--- src/rtl/mac_t_pkg.sv ---
// Shared definitions for the MII transmit MAC (mac_t).
// Holds the state encoding, line constants, descriptor field position and
// the per-nibble CRC-32 step used by crc32_nibble.
package mac_t_pkg;

    typedef enum logic [3:0] {
        ST_IDLE = 4'd0,
        ST_LOAD = 4'd1,
        ST_PRE  = 4'd2,
        ST_SFD  = 4'd3,
        ST_DATA = 4'd4,
        ST_PAD  = 4'd5,
        ST_FCS  = 4'd6,
        ST_IFG  = 4'd7,
        ST_DROP = 4'd8
    } mac_t_state_e;

    localparam logic [3:0]  SFD_NIBBLE  = 4'hD;
    localparam logic [3:0]  PRE_NIBBLE  = 4'h5;
    localparam logic [31:0] CRC_POLY    = 32'hEDB88320;
    localparam logic [31:0] CRC_INIT    = 32'hFFFFFFFF;
    localparam logic [31:0] CRC_RESIDUE = 32'hDEBB20E3;

    // Frame length field inside the 16-bit descriptor
    localparam int LEN_LSB = 0;
    localparam int LEN_MSB = 10;
    localparam int LEN_W   = LEN_MSB - LEN_LSB + 1;

    // One reflected CRC-32 step over a nibble, bit 0 of the nibble first
    function automatic logic [31:0] crc32_nibble_next(input logic [31:0] crc,
                                                      input logic [3:0]  d);
        logic [31:0] c;
        c = crc;
        for (int i = 0; i < 4; i++) begin
            if (c[0] ^ d[i]) begin
                c = (c >> 1) ^ CRC_POLY;
            end else begin
                c = c >> 1;
            end
        end
        return c;
    endfunction

endpackage

--- src/rtl/mac_t_crc32_nibble.sv ---
// Nibble-serial CRC-32 (IEEE 802.3, reflected) for the transmit MAC.
// crc is the raw running register; the caller complements it for the FCS.
module crc32_nibble
    import mac_t_pkg::*;
(
    input  logic        clk,
    input  logic        reset,
    input  logic        init,
    input  logic        en,
    input  logic [3:0]  d,
    output logic [31:0] crc
);

    // Running CRC register: cleared on reset, preset on init, stepped on en
    always_ff @(posedge clk) begin
        if (reset) begin
            crc <= '0;
        end else if (init) begin
            crc <= CRC_INIT;
        end else if (en) begin
            crc <= crc32_nibble_next(crc, d);
        end
    end

endmodule

--- src/rtl/mac_t.sv ---
// MII transmit MAC. Pops a frame descriptor and its bytes from
// store-and-forward FIFOs and sends preamble, SFD, data, optional pad and
// the FCS one nibble per clock.
// Build option: define MAC_T_PAD_EN to zero-pad short frames to MIN_LEN.
//
// FIFO handshake: ptr_fifo_rd / data_fifo_rd are one-cycle pop strobes.
// The popped word appears on *_dout in the cycle after the strobe and is
// held until the next pop. A descriptor is popped only while ptr_fifo_empty
// is low; data bytes are popped without an empty check because a descriptor
// is only visible once all of its bytes are already in the data FIFO.
module mac_t
    import mac_t_pkg::*;
#(
    parameter int PRE_NIBBLES = 15,
    parameter int IFG_NIBBLES = 24,
    parameter int MIN_LEN     = 60,
    parameter int MAX_LEN     = 1514
) (
    input  logic         clk,
    input  logic         reset,
    input  logic [15:0]  ptr_fifo_dout,
    input  logic         ptr_fifo_empty,
    output logic         ptr_fifo_rd,
    input  logic [7:0]   data_fifo_dout,
    output logic         data_fifo_rd,
    output logic         tx_en,
    output logic [3:0]   tx_d,
    output logic         tx_busy,
    output logic         tx_done,
    output logic         tx_drop,
    output mac_t_state_e dbg_state
);

    localparam logic [LEN_W-1:0] PRE_CNT = LEN_W'(PRE_NIBBLES);
    localparam logic [LEN_W-1:0] IFG_CNT = LEN_W'(IFG_NIBBLES);
    localparam logic [LEN_W-1:0] MAX_CNT = LEN_W'(MAX_LEN);
`ifdef MAC_T_PAD_EN
    localparam logic [LEN_W-1:0] MIN_CNT = LEN_W'(MIN_LEN);
`else
    localparam logic [LEN_W-1:0] unused_min_cnt = LEN_W'(MIN_LEN);
`endif

    mac_t_state_e     state;
    logic             load_wait;   // first LOAD cycle: descriptor not yet on dout
    logic             phase;       // 0: low nibble of a byte, 1: high nibble
    logic [LEN_W-1:0] cnt;         // preamble / FCS / IFG / drop counter
    logic [LEN_W-1:0] len;         // latched frame length
    logic [LEN_W-1:0] byte_cnt;    // bytes fetched or padded so far
    logic [3:0]       tx_d_q;      // registered nibble for PRE/SFD/high/pad
    logic [LEN_W-1:0] desc_len;
    logic [31:0]      crc;
    logic [3:0]       fcs_nib;
    logic             crc_init;
    logic             crc_en;
    logic [4:0]       unused_desc;

    assign desc_len    = ptr_fifo_dout[LEN_MSB:LEN_LSB];
    assign unused_desc = ptr_fifo_dout[15:11];
    assign dbg_state   = state;

    // CRC preset during SFD, then stepped with every data/pad nibble on the wire
    assign crc_init = (state == ST_SFD);
    assign crc_en   = (state == ST_DATA) || (state == ST_PAD);
    assign fcs_nib  = ~crc[{cnt[2:0], 2'b00} +: 4];

    crc32_nibble u_crc (
        .clk   (clk),
        .reset (reset),
        .init  (crc_init),
        .en    (crc_en),
        .d     (tx_d),
        .crc   (crc)
    );

    // Nibble select: the low nibble of each byte bypasses straight from the
    // FIFO (it only arrives this cycle), the FCS comes from the settled CRC
    always_comb begin
        tx_d = tx_d_q;
        if (state == ST_DATA && !phase) begin
            tx_d = data_fifo_dout[3:0];
        end else if (state == ST_FCS) begin
            tx_d = fcs_nib;
        end
    end

    // Transmit FSM with registered strobes and enables
    always_ff @(posedge clk) begin
        if (reset) begin
            state        <= ST_IDLE;
            load_wait    <= 1'b0;
            phase        <= 1'b0;
            cnt          <= '0;
            len          <= '0;
            byte_cnt     <= '0;
            tx_d_q       <= '0;
            ptr_fifo_rd  <= 1'b0;
            data_fifo_rd <= 1'b0;
            tx_en        <= 1'b0;
            tx_busy      <= 1'b0;
            tx_done      <= 1'b0;
            tx_drop      <= 1'b0;
        end else begin
            ptr_fifo_rd  <= 1'b0;
            data_fifo_rd <= 1'b0;
            tx_done      <= 1'b0;
            tx_drop      <= 1'b0;
            case (state)
                ST_IDLE: begin
                    if (!ptr_fifo_empty) begin
                        ptr_fifo_rd <= 1'b1;
                        tx_busy     <= 1'b1;
                        load_wait   <= 1'b1;
                        state       <= ST_LOAD;
                    end
                end
                ST_LOAD: begin
                    if (load_wait) begin
                        load_wait <= 1'b0;
                    end else begin
                        len <= desc_len;
                        if (desc_len == '0) begin
                            tx_drop <= 1'b1;
                            tx_busy <= 1'b0;
                            state   <= ST_IDLE;
                        end else if (desc_len > MAX_CNT) begin
                            tx_drop      <= 1'b1;
                            data_fifo_rd <= 1'b1;
                            cnt          <= LEN_W'(1);
                            state        <= ST_DROP;
                        end else begin
                            tx_en  <= 1'b1;
                            tx_d_q <= PRE_NIBBLE;
                            cnt    <= LEN_W'(1);
                            state  <= ST_PRE;
                        end
                    end
                end
                ST_PRE: begin
                    if (cnt < PRE_CNT) begin
                        cnt <= cnt + LEN_W'(1);
                    end else begin
                        tx_d_q       <= SFD_NIBBLE;
                        data_fifo_rd <= 1'b1;
                        state        <= ST_SFD;
                    end
                end
                ST_SFD: begin
                    phase    <= 1'b0;
                    byte_cnt <= '0;
                    state    <= ST_DATA;
                end
                ST_DATA: begin
                    if (!phase) begin
                        tx_d_q       <= data_fifo_dout[7:4];
                        phase        <= 1'b1;
                        byte_cnt     <= byte_cnt + LEN_W'(1);
                        data_fifo_rd <= (byte_cnt + LEN_W'(1)) < len;
                    end else begin
                        phase <= 1'b0;
                        if (byte_cnt == len) begin
                            tx_d_q <= '0;
                            cnt    <= '0;
`ifdef MAC_T_PAD_EN
                            if (byte_cnt < MIN_CNT) begin
                                state <= ST_PAD;
                            end else begin
                                state <= ST_FCS;
                            end
`else
                            state <= ST_FCS;
`endif
                        end
                    end
                end
`ifdef MAC_T_PAD_EN
                ST_PAD: begin
                    if (!phase) begin
                        phase <= 1'b1;
                    end else begin
                        phase    <= 1'b0;
                        byte_cnt <= byte_cnt + LEN_W'(1);
                        if ((byte_cnt + LEN_W'(1)) >= MIN_CNT) begin
                            cnt   <= '0;
                            state <= ST_FCS;
                        end
                    end
                end
`endif
                ST_FCS: begin
                    cnt <= cnt + LEN_W'(1);
                    if (cnt == LEN_W'(6)) begin
                        tx_done <= 1'b1;
                    end
                    if (cnt == LEN_W'(7)) begin
                        tx_en  <= 1'b0;
                        tx_d_q <= '0;
                        cnt    <= LEN_W'(1);
                        state  <= ST_IFG;
                    end
                end
                ST_IFG: begin
                    if (cnt < IFG_CNT) begin
                        cnt <= cnt + LEN_W'(1);
                    end else begin
                        tx_busy <= 1'b0;
                        state   <= ST_IDLE;
                    end
                end
                ST_DROP: begin
                    if (cnt < len) begin
                        data_fifo_rd <= 1'b1;
                        cnt          <= cnt + LEN_W'(1);
                    end else begin
                        tx_busy <= 1'b0;
                        state   <= ST_IDLE;
                    end
                end
                default: begin
                    tx_en   <= 1'b0;
                    tx_d_q  <= '0;
                    tx_busy <= 1'b0;
                    state   <= ST_IDLE;
                end
            endcase
        end
    end

endmodule
--- config.mk ---
export PLATFORM = sky130hd
export DESIGN_NAME = mac_t
export DESIGN_NICKNAME = d
export VERILOG_FILES = /design/src/rtl/mac_t_pkg.sv /design/src/rtl/mac_t_crc32_nibble.sv /design/src/rtl/mac_t.sv
export SDC_FILE = /design/constraint.sdc
export NUM_CORES = 1
export LEC_CHECK = 0
export CORE_MARGIN = 2
export CORE_UTILIZATION = 25
export CTS_CLUSTER_DIAMETER = 40
export CTS_CLUSTER_SIZE = 8
export DETAILED_ROUTE_END_ITERATION = 10
export PLACE_DENSITY_LB_ADDON = 0.08
export SLEW_MARGIN = 10
export SYNTH_ARGS = -nofsm -noshare
export SYNTH_HDL_FRONTEND = slang
export SYNTH_HIERARCHICAL = 1
export SYNTH_SLANG_ARGS = --single-unit
--- constraint.sdc ---
create_clock -name clk -period 9.56 [get_ports clk]
set_clock_uncertainty 0.05 [all_clocks]
set_input_delay 1.434 -clock clk [delete_from_list [all_inputs] [get_ports clk]]
set_output_delay 1.434 -clock clk [all_outputs]
set_load 0.1 [all_outputs]
# Word level (Yosys, flattened, before mapping)
# Index checks and enable logic that the tools add are counted.
# op_classes
bitwise	16
n_reduce_logical	23
n_shift	1
addsub	2
magnitude_cmp	5
mul	0
muxes	71
eq_ne	27
div	0
# op_table
cell	n
$mux 32	15
$mux 11	9
$mux 4	19
$pmux 11 s6	1
$not 13->14	4
$pmux 4 s8	1
$shiftx 32x6->4	1
$ne 2x2->1 const B	13
$add 11x1->11 const B	2
$eq 11x3->1 const B	2
$lt 11x11->1	2
$pmux 11 s2	1
$pmux 4 s5	1
$mux 1	19
$eq 4x3->1 const B	4
$reduce_and 8->1	2
$eq 11x11->1	1
$gt 11x11->1 const B	1
$logic_not 11->1	1
$lt 11x4->1 const B	1
$lt 11x5->1 const B	1
$eq 4x2->1 const B	2
$reduce_or 4->1	2
$not 1->1	7
23 further kinds	33
# totals
latch_bits	0
memories	0
wordCells	159
rom_bits	0
ramBits	0
inputBits	27
out_inout_bits	14
reg_bits	81

# Depth between registers and ports, before layout
# Gate-level depths: netlist of the first run.
# depth
depth_word	23
ltp_mapped	14
depth_no_buf	10

# Hierarchy
# Netlist of the first run, hierarchy kept.
# modules_own_cells
module	area_each_um2	cells_per_inst	seq_area_each_um2	n_inst
mac_t	3644.7	453	980.9	1
crc32_nibble	1835.5	204	640.6	1

# Worst setup path before layout of the first run
# OpenSTA, ideal clock, no wires.
# synth_timing
path_type	reg-to-output
start	reg state[3], in the netlist dbg_state[3]
end	out tx_d[2]
setup_slack_ns	4.345
t_required_ns	8.076
path_buffers	3
arrival_time_ns	3.731
stages_incl_launch_ff	9
path_cell_list	dfxtp_1 -> buf_2 -> or2_2 -> buf_2 -> or2_1 -> buf_2 -> a211oi_1 -> a21oi_1 -> a21oi_1
# synth_between
elab_chain_len	3
word_cells_on_any_way	5
cone_classes	2 x eq/ne; 2 x mux; 1 x reduce/logical
# synth_rtl
item	line	source
from (decl)	mac_t.sv:43	mac_t_state_e state;
from (signal assigned)	mac_t.sv:89	state <= ST_IDLE;
from (signal assigned)	mac_t.sv:113	state <= ST_LOAD;
from (signal assigned)	mac_t.sv:124	state <= ST_IDLE;
$eq 4x3->1, on equally long branches	mac_t.sv:81, mac_t.sv:79	
$mux 4 / $logic_and 1x1->1 (equally long branches)	mac_t.sv:81, mac_t.sv:79	
$mux 4 (*)	mac_t.sv:79	if (state == ST_DATA && !phase) begin
to (decl)	mac_t.sv:27	output logic [3:0] tx_d,
# Every way passes the cells marked *; elsewhere a longest branch is shown, timed or not.

# Worst setup path in the final report of the first run
# layout_timing
start	reg cnt[0]
end	out tx_d[2]
# layout_between
elab_chain_len	4
# layout_rtl
item	line	source
from (decl)	mac_t.sv:46	logic [LEN_W-1:0] cnt;
from (signal assigned)	mac_t.sv:140	cnt <= cnt + LEN_W'(1);
from (signal assigned)	mac_t.sv:190	cnt <= cnt + LEN_W'(1);
from (signal assigned)	mac_t.sv:203	cnt <= cnt + LEN_W'(1);
$shiftx 32x6->4	mac_t.sv:64	assign fcs_nib = ~crc[{cnt[2:0], 2'b00} +: 4];
$not 4->4	mac_t.sv:64	
$mux 4	mac_t.sv:81	end else if (state == ST_FCS) begin
$mux 4	mac_t.sv:79	
# No other way between the ends.

==> metrics.txt, run 1 <==
relative slew slack 0.272; # setup viols final 0; CTS buffer count 9; number of fill cells 2326; Final GP Congestion 0.771; RSZ-0062 raised after global routing false; Worst Hold Class reg2reg; ant diodes 0; worst-skew pair later-pin latency 350 ps; Die Footprint 23100 µm²; endpoints failing hold 0; Syn Inst Count 657; IO Port Bufs 35; postcts setup bufs 0; cell area after synthesis 5480 µm²; Iter 0 DRT Violations 239; Nets 716; type of the worst setup path reg2out; DPL Wire Length 12000 µm; DRT Wirelength 17400 µm; share of cells above drive strength 1 0.0808; Netlist cell types 63; most frequent cell on the critical path a21oi_1; post-synthesis register bit count 81; PostCTS Resize Cnt 0; area grow syn2layout 16.8%; leading area contributor after synthesis dfxtp_1; Setup TNS 0 ps; DR pass1 iterations 4; WP data required 8080 ps; Max Cap Viol 0; total global routing overflow 0; Root Buffer clkbuf_16; CTS tree yes; Synth Warn # 6; Critical R2R Launch dbg_state[3]; Synth Flop Type dfxtp_1; worst slack, placed 4450 ps; worst-path cell chain mux4_2 > nor2b_1 > a211oi_1 > a21oi_1 > a21oi_1 > clkdlybuf4s50_1; placed cell area 6040 µm²; period utilization 0.569; core area 21700 µm²; largest net degree at the start of global routing 79; clock sink count 81; die height 152 µm; peak supply drop 0.152 mV; CP max stage delay 1230 ps; vias in the first global route 4893; Critical path buffers and inverters 1; # IOs 41; Vias 4906; initial core utilization 0.253; asr flop ratio synth 0; largest cells by area after synthesis dfxtp_1 30%, a21oi_1 7.0%, ha_1 5.7%; Clock Path Buffers 2; max-slew violation count 0; top-area cell type share of the netlist area 0.296; Worst Tran Pin Value 1090 ps; CP max-delay cell clkdlybuf4s50_1; design area 6400 µm²; Critical Path AT 3960 ps; Max Freq 184 MHz; Post-Syn Nets 709; synthesized area per cell 8.34 µm²; Worst-path clk slew 60 ps; Tmin final 5440 ps; CP Max Fanout 13; most instantiated cells after synthesis 81 x dfxtp_1, 77 x a21oi_1, 76 x nor2_1, 39 x nand2_1, 28 x clkbuf_1; sequential cell area fraction in the yosys report 0.296; Setup crit start cnt[0]; Via-to-Cell Ratio 5.18; post-route ant nets 0; kind of cell adding the most delay to the critical path buffers and inverters; cts hold-fix bufs 0; first-pass GRT wire length 28000 µm; min-delay src byte_cnt[8]; Post-synth EDFFs 0; fin worst setup slack 4120 ps; initial antenna violation count 0; CP Launch Type register; critical path endpoint category output port; row count 54; routed len/inst 18.4 µm; H-tree depth 3; post-route DRC violation count 0; PD cells 246 nW/µm²; outcome finished, final reports clean; Leak Pwr 2.33 nW; most common cell in the netlist dfxtp_1; total track usage 0.153; die extent in x 152 µm
## worst min-delay path, cell delays in order, from the launching register on
cell and delay [ps]:
dfxtp_1 330, nand3_1 70, a21oi_1 60
## sequential cells by signal, indices dropped and copies added (netlist names)
| register | cells |
|---|---|
| len | 11 |
| load_wait | 1 |
| data_fifo_rd | 1 |
| ptr_fifo_rd | 1 |
| dbg_state | 4 |
| byte_cnt | 11 |
| tx_busy | 1 |
| cnt | 11 |
| phase | 1 |
| tx_d_q | 4 |
| tx_drop | 1 |
| tx_done | 1 |
| u_crc/crc | 32 |
| tx_en | 1 |
## cells in the final DEF, fill, tap and decap left out, types with 9 or more instances in the layout
cell type,count
mux2i_1,16
dfxtp_1,81
ha_1,25
nor2b_1,9
inv_1,17
a211oi_1,10
a21oi_1,77
nor3_1,21
nand2_1,39
a31oi_1,12
xor2_1,12
a21o_1,14
clkbuf_16,9
a32o_1,9
nor2_1,75
clkdlybuf4s50_1,34
xnor2_1,23
o21ai_0,23
nand2b_1,9
nand3_1,25
nor4_1,10
## metal layers
metal  track usage  vias to the layer above  share of wire
met3        0.0197                       15          0.024
met1         0.208                     2406           0.50
met2         0.252                       81           0.46
met5             0                        -              0
li1              -                     2404              -
met4        0.0467                        0          0.014
## per-stage QoR
step                      utilization  hold slack (ps)  total power [mW]  std cells
after floorplan                     -              401             0.979        657
after global placement          0.279              439              1.15        933
after detailed placement        0.279              439              1.15        933
after CTS                       0.295              454              1.60        948
after global routing            0.295              461              1.68        948
final                           0.295              450              1.57        948
## logic make-up (layout without fill, tap and decap cells)
kind of cell / count (synthesis) / count (layout) / synth area share
AOI/OAI and AO/OA: 177 / 177 / 0.211
DFF: 81 / 81 / 0.296
and+or+nand+nor: 238 / 238 / 0.222
adders and majority gates: 25 / 25 / 0.0571
muxes: 25 / 25 / 0.0642
xor gates and xnor gates: 48 / 48 / 0.103
buffers and inverters: 63 / 74 / 0.0477
## where the power goes
part | internal, mW | total, mW | switching (mW) | leakage (nW)
Combinational | 0.268 | 0.689 | 0.422 | 1.50
Sequential | 0.384 | 0.451 | 0.0668 | 0.656
Clock | 0.281 | 0.433 | 0.152 | 0.173
## final timing paths
path                                      end  slack [ps]  depth (start not counted)
worst max-delay path                  tx_d[2]        4120                          6
worst min-delay path              byte_cnt[8]         450                          2
worst max register to register  u_crc/crc[22]        5640                          9
worst min register to register    byte_cnt[8]         450                          2
## final cells by class
class | count | area [µm²] | area share
inverter | 18 | 67.6 | 0.0106
clock inverter | 5 | 129 | 0.0201
clock buffer | 10 | 229 | 0.0358
multi-input combinational | 513 | 3610 | 0.564
sequential | 81 | 1620 | 0.253
tap | 280 | 350 | 0.0547
timing repair buffer | 41 | 390 | 0.0610
Note: power is estimated with default switching activity, not from simulation.
==> run 2, diff against run 1 <==
- clock period: 9.56 -> 5.5 ns (I/O delays scaled with it)
==> run 2 against run 1 <==
Net effect:
- critical path depth is the same
- via count shrank 1.4%
- sequential share of layout area grew 0.17 points
- sequential cell count is the same
- total power grew 67%
- clock power grew 48%
- count of clock-buffer cells in the layout grew 4
- combinational power grew 74%
- global-route usage shrank 0.33 points
- register-to-register slack lost 3900 ps
- die area is the same
- routed wire length shrank 1.9%
- largest cell class unchanged
- largest power group unchanged
==> metrics.txt, run 2 (synthesis gave the netlist of run 1 again) <==
total track usage 0.149 (was 0.153); share of cells above drive strength 1 0.0894 (was 0.0808); IO Port Bufs 35 (unchanged); routed len/inst 18.0 µm (was 18.4 µm); DPL Wire Length 11900 µm (was 12000 µm); post-route DRC violation count 0 (unchanged); relative slew slack 0.343 (was 0.272); max FFs per register 32 (unchanged); clock sink count 81 (unchanged); core area 21700 µm² (unchanged); initial antenna violation count 0 (unchanged); Leak Pwr 2.33 nW (about the same); total global routing overflow 0 (unchanged); ant diodes 0 (unchanged); placed cell area 6050 µm² (was 6040 µm²); critical path endpoint category output port (unchanged); Critical path buffers and inverters 1 (unchanged); Vias 4839 (was 4906); row count 54 (unchanged); NetSw 1.10 mW (was 641 µW); area grow syn2layout 16.0% (was 16.8%); Root Buffer clkbuf_16 (unchanged); worst-skew pair later-pin latency 340 ps (was 350 ps); DRT Wirelength 17100 µm (was 17400 µm); PostCTS Resize Cnt 0 (unchanged); Via-to-Cell Ratio 5.09 (was 5.18); period utilization 0.723; die height 152 µm (unchanged); Worst Tran Pin Value 983 ps (was 1090 ps); Worst Hold Class reg2reg (unchanged); CP max stage delay 890 ps (was 1230 ps); endpoints failing hold 0 (unchanged); vias in the first global route 4725 (was 4893); cell-internal power 1.52 mW (was 932 µW); Tmin final 3980 ps; Final GP Congestion 0.754 (was 0.771); die extent in x 152 µm (unchanged); CTS tree yes (unchanged); RSZ-0062 raised after global routing false (unchanged); CTS buffer count 9 (unchanged); cts hold-fix bufs 0 (unchanged); number of fill cells 2321 (was 2326); most frequent cell on the critical path a21oi_1 (unchanged); type of the worst setup path reg2out (unchanged); kind of cell adding the most delay to the critical path flip-flops (was buffers and inverters); max-slew violation count 0 (unchanged); WP data required 4620 ps (was 8080 ps); Critical Path AT 3100 ps (was 3960 ps); commonest non-fill, non-tap cell in the layout dfxtp_1 (unchanged); CP Launch Type register (unchanged); post-route ant nets 0 (unchanged); design area 6360 µm² (was 6400 µm²); # setup viols final 0 (unchanged); Die Footprint 23100 µm² (unchanged); first-pass GRT wire length 27500 µm (was 28000 µm); # IOs 41 (unchanged); worst-path cell chain mux4_2 > nor2b_1 > a211oi_1 > a21oi_1 > a21oi_1 > buf_4 (was mux4_2 > nor2b_1 > a211oi_1 > a21oi_1 > a21oi_1 > clkdlybuf4s50_1); Clock Power Share 0.244 (was 0.275); Largest Register u_crc/crc (unchanged); Final Power 2.62 mW (was 1.57 mW); peak supply drop 0.157 mV (was 0.152 mV); commonest cells after routing, fill and taps aside 81 x dfxtp_1, 77 x a21oi_1, 75 x nor2_1 (unchanged); Clock Path Buffers 2 (unchanged); Worst-path clk slew 60 ps (about the same); Max Freq 251 MHz; Setup TNS 0 ps (unchanged); sequential share of power 0.298 (was 0.286); Layout Utilization 0.293 (was 0.295); Sw Share 0.419 (was 0.407); PD cells 412 nW/µm² (was 246 nW/µm²); Nets 718 (was 716); CP Max Fanout 13 (unchanged); Combinational Power Share 0.458 (was 0.438); largest net degree at the start of global routing 79 (unchanged); Iter 0 DRT Violations 265 (was 239); outcome finished, final reports clean (unchanged); postcts setup bufs 0 (unchanged); DR pass1 iterations 4 (unchanged); Max Cap Viol 0 (unchanged); initial core utilization 0.253 (unchanged); H-tree depth 3 (unchanged); CP max-delay cell dfxtp_1 (was clkdlybuf4s50_1)
==> run 2: changes by cell type in the layout (fill, tap and decap cells not counted) <==
cell and delta:
clkbuf_8 +3, clkinv_2 +1, clkinv_4 -1, bufinv_16 -3, buf_4 +6, clkdlybuf4s50_1 -4, clkbuf_1 +1
==> run 2: layer usage <==
layer / wire [µm] / vias to the layer above / global-route usage
met3: 718 / 12 / 0.0285
met4: 177 / 0 / 0.0369
met1: 8130 / 2324 / 0.201
li1: - / 2404 / -
met5: 0 / - / 0
met2: 8060 / 99 / 0.247
==> run 2: stage by stage <==
stage | instances | worst slack, ps | hold slack, ps
floorplan | 657 | 450 | 401
global placement | 935 | 1690 | 424
detailed placement | 935 | 1710 | 422
CTS | 951 | 1430 | 437
global route | 951 | 1250 | 469
finish | 951 | 1520 | 434
==> run 2: power by group through the flow <==
stage / Sequential, mW / Combinational (mW) / Clock [mW]
2_1_floorplan: 0.841 / 0.861 / 0
3_3_place_gp: 0.797 / 1.20 / 0
3_5_place_dp: 0.795 / 1.21 / 0
4_1_cts: 0.784 / 1.21 / 0.667
5_1_grt: 0.799 / 1.31 / 0.689
6_report: 0.781 / 1.20 / 0.639
==> run 2: worst register-to-register path, stage by stage, from the launching register on <==
cell and delay (ps):
dfxtp_1 890, mux4_2 600, nor2b_1 150, a211oi_1 220
a21oi_1 80, a21oi_1 430, xor2_2 430, xnor3_2 560
nand4b_1 110, o221ai_1 110
==> run 2: path summary, 6_finish.rpt <==
kind / cells after the start / slack (ps) / endpoint / start
setup / recovery: 6 / 1520 / tx_d[2] / cnt[0]
hold / removal: 2 / 430 / tx_d_q[1] / tx_d_q[1]
setup reg to reg: 9 / 1730 / u_crc/crc[18] / cnt[0]
hold reg to reg: 2 / 430 / tx_d_q[1] / tx_d_q[1]
==> run 2: area by class of cell <==
class,instances,area [µm²],share of cell area
tap,280,350,0.0551
timing repair buffer,43,395,0.0622
clock buffer,14,274,0.0431
multi-input combinational,513,3610,0.568
sequential,81,1620,0.255
inverter,18,67.6,0.0106
clock inverter,2,35.0,0.00551
